==> src/rtl/core_bus_decoder_if.sv <==
// rtl/core_bus_decoder_if.sv - core request bus, slave fan-out and error status bundle
// The slave modport is the decoder's view; master is the core/slave-model side.
interface core_bus_decoder_if #(
  parameter int NSLV = 4
);
  logic                   core_valid_i;
  logic [31:0]            core_addr_i;
  logic [31:0]            core_wdata_i;
  logic [3:0]             core_wstrb_i;
  logic [31:0]            core_rdata_o;
  logic                   core_ready_o;
  logic [NSLV-1:0]        slv_valid_o;
  logic [31:0]            slv_addr_o;
  logic [31:0]            slv_wdata_o;
  logic [3:0]             slv_wstrb_o;
  logic [32*NSLV-1:0]     slv_rdata_i;
  logic [NSLV-1:0]        slv_ready_i;
  logic                   err_o;
  logic [31:0]            err_addr_o;
  logic [7:0]             err_cnt_o;

  modport slave (
    input  core_valid_i, core_addr_i, core_wdata_i, core_wstrb_i, slv_rdata_i, slv_ready_i,
    output core_rdata_o, core_ready_o, slv_valid_o, slv_addr_o, slv_wdata_o, slv_wstrb_o,
           err_o, err_addr_o, err_cnt_o
  );

  modport master (
    output core_valid_i, core_addr_i, core_wdata_i, core_wstrb_i, slv_rdata_i, slv_ready_i,
    input  core_rdata_o, core_ready_o, slv_valid_o, slv_addr_o, slv_wdata_o, slv_wstrb_o,
           err_o, err_addr_o, err_cnt_o
  );
endinterface

==> src/rtl/core_bus_decoder.sv <==
// rtl/core_bus_decoder.sv - base/mask address decoder with per-access response watchdog
// Misses and slave timeouts are answered with ERR_DATA so the core never stalls forever.
module core_bus_decoder #(
  parameter int                 NSLV     = 4,
  parameter logic [32*NSLV-1:0] SLV_BASE = {NSLV{32'h0}},
  parameter logic [32*NSLV-1:0] SLV_MASK = {NSLV{32'h0}},
  parameter int                 TIMEOUT  = 255,
  parameter logic [31:0]        ERR_DATA = 32'hDEAD_BEEF
) (
  input  logic              clk_i,
  input  logic              rst_n_i,
  core_bus_decoder_if.slave bus
);
  localparam int SW = (NSLV > 1) ? $clog2(NSLV) : 1;
  localparam int CW = $clog2(TIMEOUT + 1);
  localparam logic [CW-1:0] LAST_WAIT = CW'(TIMEOUT - 1);

  typedef enum logic [1:0] {IDLE, ACCESS, RESP} state_e;

  state_e          state_q, state_d;
  logic [SW-1:0]   sel_q, sel_d;
  logic [CW-1:0]   wait_cnt_q, wait_cnt_d;
  logic [31:0]     core_rdata_q, core_rdata_d;
  logic            core_ready_q, core_ready_d;
  logic [NSLV-1:0] slv_valid_q, slv_valid_d;
  logic [31:0]     slv_addr_q, slv_addr_d;
  logic [31:0]     slv_wdata_q, slv_wdata_d;
  logic [3:0]      slv_wstrb_q, slv_wstrb_d;
  logic            err_q, err_d;
  logic [31:0]     err_addr_q, err_addr_d;
  logic [7:0]      err_cnt_q, err_cnt_d;

  logic            hit;
  logic [SW-1:0]   hit_idx;
  logic            sel_ready;
  logic [31:0]     sel_rdata;
  logic            timeout;
  logic            err_flag;

  // Scan from the top so the lowest matching index is the one left standing.
  always_comb begin
    hit     = 1'b0;
    hit_idx = '0;
    for (int i = NSLV - 1; i >= 0; i--) begin
      if ((bus.core_addr_i & SLV_MASK[32*i +: 32]) == SLV_BASE[32*i +: 32]) begin
        hit     = 1'b1;
        hit_idx = SW'(i);
      end
    end
  end

  assign sel_ready = bus.slv_ready_i[sel_q];
  assign sel_rdata = bus.slv_rdata_i[32*sel_q +: 32];
  assign timeout   = (wait_cnt_q == LAST_WAIT);

  always_ff @(posedge clk_i) begin
    if (!rst_n_i) begin
      state_q      <= IDLE;
      sel_q        <= '0;
      wait_cnt_q   <= '0;
      core_rdata_q <= '0;
      core_ready_q <= 1'b0;
      slv_valid_q  <= '0;
      slv_addr_q   <= '0;
      slv_wdata_q  <= '0;
      slv_wstrb_q  <= '0;
      err_q        <= 1'b0;
      err_addr_q   <= '0;
      err_cnt_q    <= '0;
    end else begin
      state_q      <= state_d;
      sel_q        <= sel_d;
      wait_cnt_q   <= wait_cnt_d;
      core_rdata_q <= core_rdata_d;
      core_ready_q <= core_ready_d;
      slv_valid_q  <= slv_valid_d;
      slv_addr_q   <= slv_addr_d;
      slv_wdata_q  <= slv_wdata_d;
      slv_wstrb_q  <= slv_wstrb_d;
      err_q        <= err_d;
      err_addr_q   <= err_addr_d;
      err_cnt_q    <= err_cnt_d;
    end
  end

  always_comb begin
    state_d = state_q;
    case (state_q)
      IDLE:    if (bus.core_valid_i) state_d = hit ? ACCESS : RESP;
      ACCESS:  if (sel_ready || timeout) state_d = RESP;
      RESP:    state_d = IDLE;
      default: state_d = IDLE;
    endcase
  end

  // Outputs are computed one cycle ahead so the RESP cycle sees them from flops.
  always_comb begin
    sel_d        = sel_q;
    wait_cnt_d   = wait_cnt_q;
    core_rdata_d = core_rdata_q;
    core_ready_d = 1'b0;
    slv_valid_d  = slv_valid_q;
    slv_addr_d   = slv_addr_q;
    slv_wdata_d  = slv_wdata_q;
    slv_wstrb_d  = slv_wstrb_q;
    err_d        = 1'b0;
    err_addr_d   = err_addr_q;
    err_cnt_d    = err_cnt_q;
    err_flag     = 1'b0;
    case (state_q)
      IDLE: begin
        if (bus.core_valid_i) begin
          slv_addr_d  = bus.core_addr_i;
          slv_wdata_d = bus.core_wdata_i;
          slv_wstrb_d = bus.core_wstrb_i;
          wait_cnt_d  = '0;
          if (hit) begin
            sel_d       = hit_idx;
            slv_valid_d = NSLV'(1) << hit_idx;
          end else begin
            core_rdata_d = ERR_DATA;
            core_ready_d = 1'b1;
            err_flag     = 1'b1;
          end
        end
      end
      ACCESS: begin
        if (sel_ready) begin
          core_rdata_d = sel_rdata;
          core_ready_d = 1'b1;
          slv_valid_d  = '0;
        end else if (timeout) begin
          core_rdata_d = ERR_DATA;
          core_ready_d = 1'b1;
          slv_valid_d  = '0;
          err_flag     = 1'b1;
        end else begin
          wait_cnt_d = wait_cnt_q + 1'b1;
        end
      end
      default: ;
    endcase
    if (err_flag) begin
      err_d      = 1'b1;
      err_addr_d = (state_q == IDLE) ? bus.core_addr_i : slv_addr_q;
      err_cnt_d  = (err_cnt_q == 8'hFF) ? err_cnt_q : err_cnt_q + 8'd1;
    end
  end

  assign bus.core_rdata_o = core_rdata_q;
  assign bus.core_ready_o = core_ready_q;
  assign bus.slv_valid_o  = slv_valid_q;
  assign bus.slv_addr_o   = slv_addr_q;
  assign bus.slv_wdata_o  = slv_wdata_q;
  assign bus.slv_wstrb_o  = slv_wstrb_q;
  assign bus.err_o        = err_q;
  assign bus.err_addr_o   = err_addr_q;
  assign bus.err_cnt_o    = err_cnt_q;
endmodule
==> src/flat_wrapper.sv <==
// flat-port wrapper written by rule: the top's interface ports become plain ports
module core_bus_decoder_flat 
#(
  parameter int                 NSLV     = 4,
  parameter logic [32*NSLV-1:0] SLV_BASE = {NSLV{32'h0}},
  parameter logic [32*NSLV-1:0] SLV_MASK = {NSLV{32'h0}},
  parameter int                 TIMEOUT  = 255,
  parameter logic [31:0]        ERR_DATA = 32'hDEAD_BEEF
)
  (clk_i, rst_n_i, bus_core_valid_i, bus_core_addr_i, bus_core_wdata_i, bus_core_wstrb_i, bus_slv_rdata_i, bus_slv_ready_i, bus_core_rdata_o, bus_core_ready_o, bus_slv_valid_o, bus_slv_addr_o, bus_slv_wdata_o, bus_slv_wstrb_o, bus_err_o, bus_err_addr_o, bus_err_cnt_o);
  core_bus_decoder_if #(.NSLV(NSLV)) bus_i ();
  input  logic clk_i;
  input  logic rst_n_i;
  input wire logic [$bits(bus_i.core_valid_i)-1:0] bus_core_valid_i;
  input wire logic [$bits(bus_i.core_addr_i)-1:0] bus_core_addr_i;
  input wire logic [$bits(bus_i.core_wdata_i)-1:0] bus_core_wdata_i;
  input wire logic [$bits(bus_i.core_wstrb_i)-1:0] bus_core_wstrb_i;
  input wire logic [$bits(bus_i.slv_rdata_i)-1:0] bus_slv_rdata_i;
  input wire logic [$bits(bus_i.slv_ready_i)-1:0] bus_slv_ready_i;
  output wire logic [$bits(bus_i.core_rdata_o)-1:0] bus_core_rdata_o;
  output wire logic [$bits(bus_i.core_ready_o)-1:0] bus_core_ready_o;
  output wire logic [$bits(bus_i.slv_valid_o)-1:0] bus_slv_valid_o;
  output wire logic [$bits(bus_i.slv_addr_o)-1:0] bus_slv_addr_o;
  output wire logic [$bits(bus_i.slv_wdata_o)-1:0] bus_slv_wdata_o;
  output wire logic [$bits(bus_i.slv_wstrb_o)-1:0] bus_slv_wstrb_o;
  output wire logic [$bits(bus_i.err_o)-1:0] bus_err_o;
  output wire logic [$bits(bus_i.err_addr_o)-1:0] bus_err_addr_o;
  output wire logic [$bits(bus_i.err_cnt_o)-1:0] bus_err_cnt_o;
  assign bus_i.core_valid_i = bus_core_valid_i;
  assign bus_i.core_addr_i = bus_core_addr_i;
  assign bus_i.core_wdata_i = bus_core_wdata_i;
  assign bus_i.core_wstrb_i = bus_core_wstrb_i;
  assign bus_i.slv_rdata_i = bus_slv_rdata_i;
  assign bus_i.slv_ready_i = bus_slv_ready_i;
  assign bus_core_rdata_o = bus_i.core_rdata_o;
  assign bus_core_ready_o = bus_i.core_ready_o;
  assign bus_slv_valid_o = bus_i.slv_valid_o;
  assign bus_slv_addr_o = bus_i.slv_addr_o;
  assign bus_slv_wdata_o = bus_i.slv_wdata_o;
  assign bus_slv_wstrb_o = bus_i.slv_wstrb_o;
  assign bus_err_o = bus_i.err_o;
  assign bus_err_addr_o = bus_i.err_addr_o;
  assign bus_err_cnt_o = bus_i.err_cnt_o;
  core_bus_decoder #(.NSLV(NSLV), .SLV_BASE(SLV_BASE), .SLV_MASK(SLV_MASK), .TIMEOUT(TIMEOUT), .ERR_DATA(ERR_DATA)) u_core (.clk_i(clk_i), .rst_n_i(rst_n_i), .bus(bus_i));
endmodule
==> config.mk <==
export PLATFORM = sky130hd
export DESIGN_NAME = core_bus_decoder_flat
export DESIGN_NICKNAME = d
export VERILOG_FILES = /design/src/rtl/core_bus_decoder_if.sv /design/src/rtl/core_bus_decoder.sv /design/src/flat_wrapper.sv
export SDC_FILE = /design/constraint.sdc
export NUM_CORES = 1
export LEC_CHECK = 0
export ABC_CLOCK_PERIOD_IN_PS = 3200
export CAP_MARGIN = 20
export CORE_MARGIN = 8
export CORE_UTILIZATION = 41
export CTS_CLUSTER_SIZE = 28
export DETAILED_ROUTE_END_ITERATION = 8
export PLACE_DENSITY = 0.87
export SETUP_SLACK_MARGIN = 0.05
export SLEW_MARGIN = 30
export SYNTH_ARGS = -nofsm -noshare
export SYNTH_HDL_FRONTEND = slang
export SYNTH_SLANG_ARGS = --single-unit
==> constraint.sdc <==
create_clock -name clk_i -period 3.2 [get_ports clk_i]
set_input_delay 0.64 -clock clk_i [delete_from_list [all_inputs] [get_ports clk_i]]
set_output_delay 0.64 -clock clk_i [all_outputs]
set_load 0.05 [all_outputs]
==> flow_summary.toml, run 1 <==
[critical_path]
r2r-end = "u_core.bus.err_cnt_o[4]"
crit_path_start_kind = "flop"
required_ps = 3530
arrival_ps = 2700
r2r_slack_ps = 830
startpoint = "u_core.wait_cnt_q[1]"
timing.rr.start = "u_core.wait_cnt_q[1]"
critPathMaxFanout = 16
reg2reg_depth = 5
setup.worst_path.class = "reg -> reg"
critPathCaptureType = "flop"

[detailed_routing]
antenna_left = 0
drt_pre_antenna_iters = 5
drtIter0Drc = 410
num_vias = 5839
vias_per_cell = 5.30
drt-total-wl_um = 18900
route.detailed.drc = 0
wl_per_cell_um = 17.2

[synth]
synth-seq-cells = 153
synth.largest_area_cell = "dfxtp_1"
synth_cells = 693
synth_warnings = 0
yosys.area_share.simple = 0.194
syn_avg_cell_area_um2 = 8.43
synth_compound_area_frac = 0.227
synthAdderAreaFrac = 0.00643
synth_top_family_by_area = "compound AO/OA/AOI/OAI gates"
synth_mux_area_frac = 0
ys_types = 42
synth-xor-area-share = 0
synth_area_leaders = "dfxtp_1 52%, nand2_1 13%, a21oi_1 6.8%, a311oi_1 4.9%, o221a_2 4.6%"
yosysTopAreaCellShare = 0.524
yosysSeqAreaShare = 0.524
syn-cell-area_mm2 = 0.00584

[clock_network]
clkLatencyLatePin_ps = 420
post_cts_buffers = 0
postCtsResizedCells = 0
tritoncts = "yes"
cts_buffer_depth = 2
path_clk_slew_ps = 60
numCtsBuffers = 17
holdBufCountCts = 0
clock_sinks = 153
root_buffer = "clkbuf_16"
htree_levels = 4

[power]
power_leakage_nw = 3.17
p_per_area_mw_per_mm2 = 538
peakVddDrop_v = 0.000348

[timing]
finalMaxSlewViolations = 0
min_period_ps = 2370
timing.final.ws_setup_ps = 832
final-hold-violation-count = 0
setup_tns_ps = 0
post-route-period-util = 0.740
rsz0062_at_grt = "no"
fin_skew_ps = 11.2
slew_headroom = 0.498
tightest_slew_ps = 753
fmax_ghz = 0.422
setup_viol = 0

[floorplan]
io_pins = 349
die_x_um = 135
dieHeight_um = 135
die_area_mm2 = 0.0183
core_area_mm2 = 0.0139
start_util = 0.421
row_count = 43

[place]
dpl_worst_slack_ps = 457
gp_congestion = 0.763
portBuffers = 246
hpwl_um = 13000

[final_layout]
nFillCells = 1148
final_layout_size_suffix_gt1_frac = 0.0803
nets = 1114
syn2layout_area_growth_pct = 54.0
antenna_cells = 0

[grt]
grt_max_degree = 66
grt-ovfl-total = 0
antenna_found_initial = 0
grt_pass1_vias = 5519
track_usage = 0.199
grt_pass1_wl_um = 29300

[min_path]
hp-start = "u_core.bus.slv_wdata_o[14]"
min_to = "u_core.bus.slv_wdata_o[14]"
hold_depth = 2
worst_hold_path_type = "reg -> reg"

[run_status]
outcome = "completed"

[job]
maxCapViolCount = 0
-- cell usage after synthesis --
cell	instances
inv_1	2
nand3_2	1
nand2b_4	1
nor2_1	36
and3_1	2
buf_1	2
o21ai_1	1
or3b_2	1
o311ai_0	1
nor4_1	1
nor3b_1	2
or3_1	4
or4_1	8
nand3_1	8
a21oi_1	79
buf_2	5
buf_6	1
buf_4	3
a41oi_1	1
o221a_2	24
inv_2	1
nor4b_1	1
o21ai_0	34
nor2b_1	1
o21a_1	3
nand3b_1	1
nand2_1	195
and2_1	3
conb_1	1
dfxtp_1	153
o22ai_1	11
ha_1	3
a31oi_1	2
a32o_1	1
o211ai_1	2
o31ai_1	4
nand4_1	3
nand4b_1	1
a311oi_1	33
clkbuf_1	54
or2_2	1
o41ai_1	2
-- cells by family after synthesis --
family,Yosys count
buffers and inverters,68
adders and majority gates,3
AOI/OAI and AO/OA,198
DFF,153
and+or+nand+nor,270
other,1
-- layout make-up --
cell class              instances  area [um2]  share of cell area
multi-input cells             474        2520               0.280
clock inverters                11         121              0.0135
clock buffers                  21         450              0.0501
flip-flops and latches        153        3060               0.340
repair buffers                259        2610               0.290
inverters                       3        12.5             0.00139
well taps                     180         225              0.0250
-- critical path: stages, from the launching register on --
cell and delay [ps]:
dfxtp_1 450, ha_1 200, nand4_1 210, or4_1 700, or4_1 580, a21oi_1 140
-- power by group --
part	internal (mW)	switching [mW]	total, mW	leakage (nW)
sequential	1.99	0.0462	2.03	1.25
clock	1.17	0.780	1.95	0.277
combinational	0.325	0.532	0.858	1.65
total	3.48	1.36	4.84	3.17
-- cell usage in the layout, fill, tap and decap left out, drive strengths merged, types with 9 or more instances in the layout --
cell / instances
a21oi: 79
a311oi: 33
buf: 13
clkbuf: 21
clkdlybuf4s50: 246
dfxtp: 153
nand2: 195
nand3: 9
nor2: 36
o21ai: 35
o221a: 24
o22ai: 11
-- how the worst max path moves through the flow --
| stage | to | cells past startpoint |
|---|---|---|
| floorplan | u_core.bus.err_cnt_o[7] | 5 |
| global placement | u_core.bus.err_cnt_o[5] | 4 |
| detailed placement | u_core.bus.err_cnt_o[4] | 4 |
| CTS | bus_err_cnt_o[2] | 1 |
| global route | u_core.bus.err_cnt_o[3] | 5 |
| finish | u_core.bus.err_cnt_o[4] | 5 |
-- sequential cells by signal, summed over array words and instances (netlist names) --
| name | flops |
|---|---|
| u_core.bus.slv_wstrb_o | 4 |
| u_core.bus.err_o | 1 |
| u_core.bus.err_addr_o | 32 |
| u_core.bus.core_rdata_o | 32 |
| u_core.bus.slv_wdata_o | 32 |
| u_core.wait_cnt_q | 8 |
| u_core.bus.core_ready_o | 1 |
| u_core.bus.slv_addr_o | 32 |
| u_core.bus.err_cnt_o | 8 |
| u_core.bus.slv_valid_o | 1 |
| u_core.state_q | 2 |
-- stage by stage --
step	utilization	area (um2)	total power [mW]	instances	hold WS (ps)
floorplan	-	5850	2.57	695	479
finish	0.648	9000	4.84	1101	452
global placement	0.607	8430	2.92	1069	440
detailed placement	0.607	8430	2.93	1069	446
global route	0.648	9000	5.02	1101	472
CTS	0.648	9000	4.88	1101	454
-- routing by layer --
metal  GRT usage  routed length (um)  vias to the layer above  share of wire
met4      0.0857                 497                        0          0.026
met5           0                   0                        -              0
met1       0.228                7330                     2703           0.39
met3      0.0797                1920                       33           0.10
li1            -                   -                     2858              -
met2       0.322                9160                      245           0.48
Power figures use the tool's default switching activity.
==> run 2: changes to the inputs <==
ABC_CLOCK_PERIOD_IN_PS = 2300   (was 3200)
CORE_ASPECT_RATIO = 1.75   (was unset)
CORE_UTILIZATION = 38   (was 41)
PLACE_DENSITY = 0.81   (was 0.87)
clock period = 2.3 ns   (was 3.2 ns; I/O delays follow)
==> run 2 against run 1 <==
Cell count increased by 1.7%. Critical path type is now reg -> out. Sequential share of layout area shrank 0.56 points. Critical endpoint is now bus_err_cnt_o[3]. Non-clock buffer count increased by 13. Count of clock-buffer cells in the layout is 3 lower.
==> flow_summary.toml, run 2 (synthesis results as in run 1) <==
[run_status]
outcome = "completed"

[min_path]
worst_hold_path_type = "reg -> reg"

[place]
portBuffers = 246
dp.cells = 1088
dpl_worst_slack_ps = -13.2
hpwl_um = 13700
gp_congestion = 0.823

[floorplan]
io_pins = 349
row_count = 60
start_util = 0.383
core_area_mm2 = 0.0152
die_area_mm2 = 0.0198
die_x_um = 110
dieHeight_um = 180

[timing]
fmax_ghz = 0.458
hold_ws_ps = 453
final-hold-violation-count = 0
tightest_slew_ps = 611
min_period_ps = 2180
slew_headroom = 0.591
fin_skew_ps = 12.1
finalMaxSlewViolations = 0
post-route-period-util = 0.949
rsz0062_at_grt = "no"
timing.final.ws_setup_ps = 118
setup_viol = 0

[critical_path]
crit_slowest_cell = "clkdlybuf4s50_1"
crit_path_start_kind = "flop"
setup.worst_path.class = "reg -> out"
required_ps = 1840
path_buf_inv = 1
critPathCaptureType = "output pin"
r2r_slack_ps = 190
max_stage_delay_ps = 860
worstPathCellList = "clkdlybuf4s50_1"
critPathMaxFanout = 7
arrival_ps = 1720
critPathTopFamily = "buffers and inverters"

[clock_network]
htree_levels = 4
holdBufCountCts = 0
tritoncts = "yes"
postCtsResizedCells = 0
clock_sinks = 153
cts_buffer_depth = 2
post_cts_buffers = 0
clkLatencyLatePin_ps = 420
numCtsBuffers = 17
root_buffer = "clkbuf_16"
path_clk_slew_ps = 70

[grt]
grt_pass1_wl_um = 30400
use_met3 = 0.0620
track_usage = 0.194
gr-max-usage-layer = "met2"
grt_pass1_vias = 5680
antenna_found_initial = 1
grt_max_degree = 65
grt-ovfl-total = 0
grt_use_met1 = 0.211
grt.met2_usage = 0.327

[power]
p_per_area_mw_per_mm2 = 757
power_leakage_nw = 3.25
peakVddDrop_v = 0.000587

[detailed_routing]
wl_per_cell_um = 17.3
drt_pre_antenna_iters = 4
drt-total-wl_um = 19400
vias_per_cell = 5.21
num_vias = 5840
drtIter0Drc = 323
route.detailed.drc = 0
antenna_left = 0

[job]
maxCapViolCount = 0

[final_layout]
seq_area_mm2 = 0.00306
final_common_cell = "clkdlybuf4s50_1"
nets = 1127
layout_common_cells = "246 x clkdlybuf4s50_1, 195 x nand2_1, 153 x dfxtp_1"
multi_input_area_mm2 = 0.00252
final_layout_size_suffix_gt1_frac = 0.0964
nFillCells = 1321
antenna_cells = 0
fin_cells = 1120
fin_util = 0.600
syn2layout_area_growth_pct = 56.6
[run 2: cell count changes in the layout (fill, tap and decap cells not counted)]
cell	before	now
clkinv_8	0	1
clkinv_4	2	0
buf_4	9	22
clkinv_2	5	1
clkbuf_1	3	0
inv_6	1	6
inv_8	0	3
[run 2: per-layer routing]
layer | up-vias | share of wire | wire [um]
met5 | - | 0.00041 | 8
li1 | 2878 | - | -
met1 | 2702 | 0.37 | 7240
met2 | 216 | 0.51 | 9860
met3 | 42 | 0.081 | 1570
met4 | 2 | 0.038 | 744
[run 2: worst paths after layout]
check	to	cells past startpoint	start
hold reg to reg	u_core.bus.slv_wdata_o[14]	2	u_core.bus.slv_wdata_o[14]
hold / removal	u_core.bus.slv_wdata_o[14]	2	u_core.bus.slv_wdata_o[14]
setup reg to reg	u_core.bus.err_cnt_o[0]	8	u_core.wait_cnt_q[0]
setup / recovery	bus_err_cnt_o[3]	1	u_core.bus.err_cnt_o[3]
[run 2: per-stage QoR]
stage	area (um2)	total power, mW	TNS [ps]
6_report	9150	6.93	0
5_1_grt	9150	7.20	0
4_1_cts	9150	7.01	0
3_5_place_dp	8530	4.09	-22.6
3_3_place_gp	8530	4.08	-1.59
2_1_floorplan	5850	3.57	0
[run 2: layout make-up]
| class | count | share of cell area |
|---|---|---|
| multi-input combinational | 474 | 0.275 |
| sequential | 153 | 0.335 |
| clock inverter | 14 | 0.0194 |
| inverter | 3 | 0.00137 |
| tap | 186 | 0.0254 |
| clock buffer | 18 | 0.0480 |
| timing repair buffer | 272 | 0.296 |
[run 2: power breakdown]
group / total [mW] / switching [mW] / internal [mW]
registers: 2.82 / 0.0622 / 2.76
logic: 1.20 / 0.742 / 0.461
clock network: 2.90 / 1.22 / 1.68
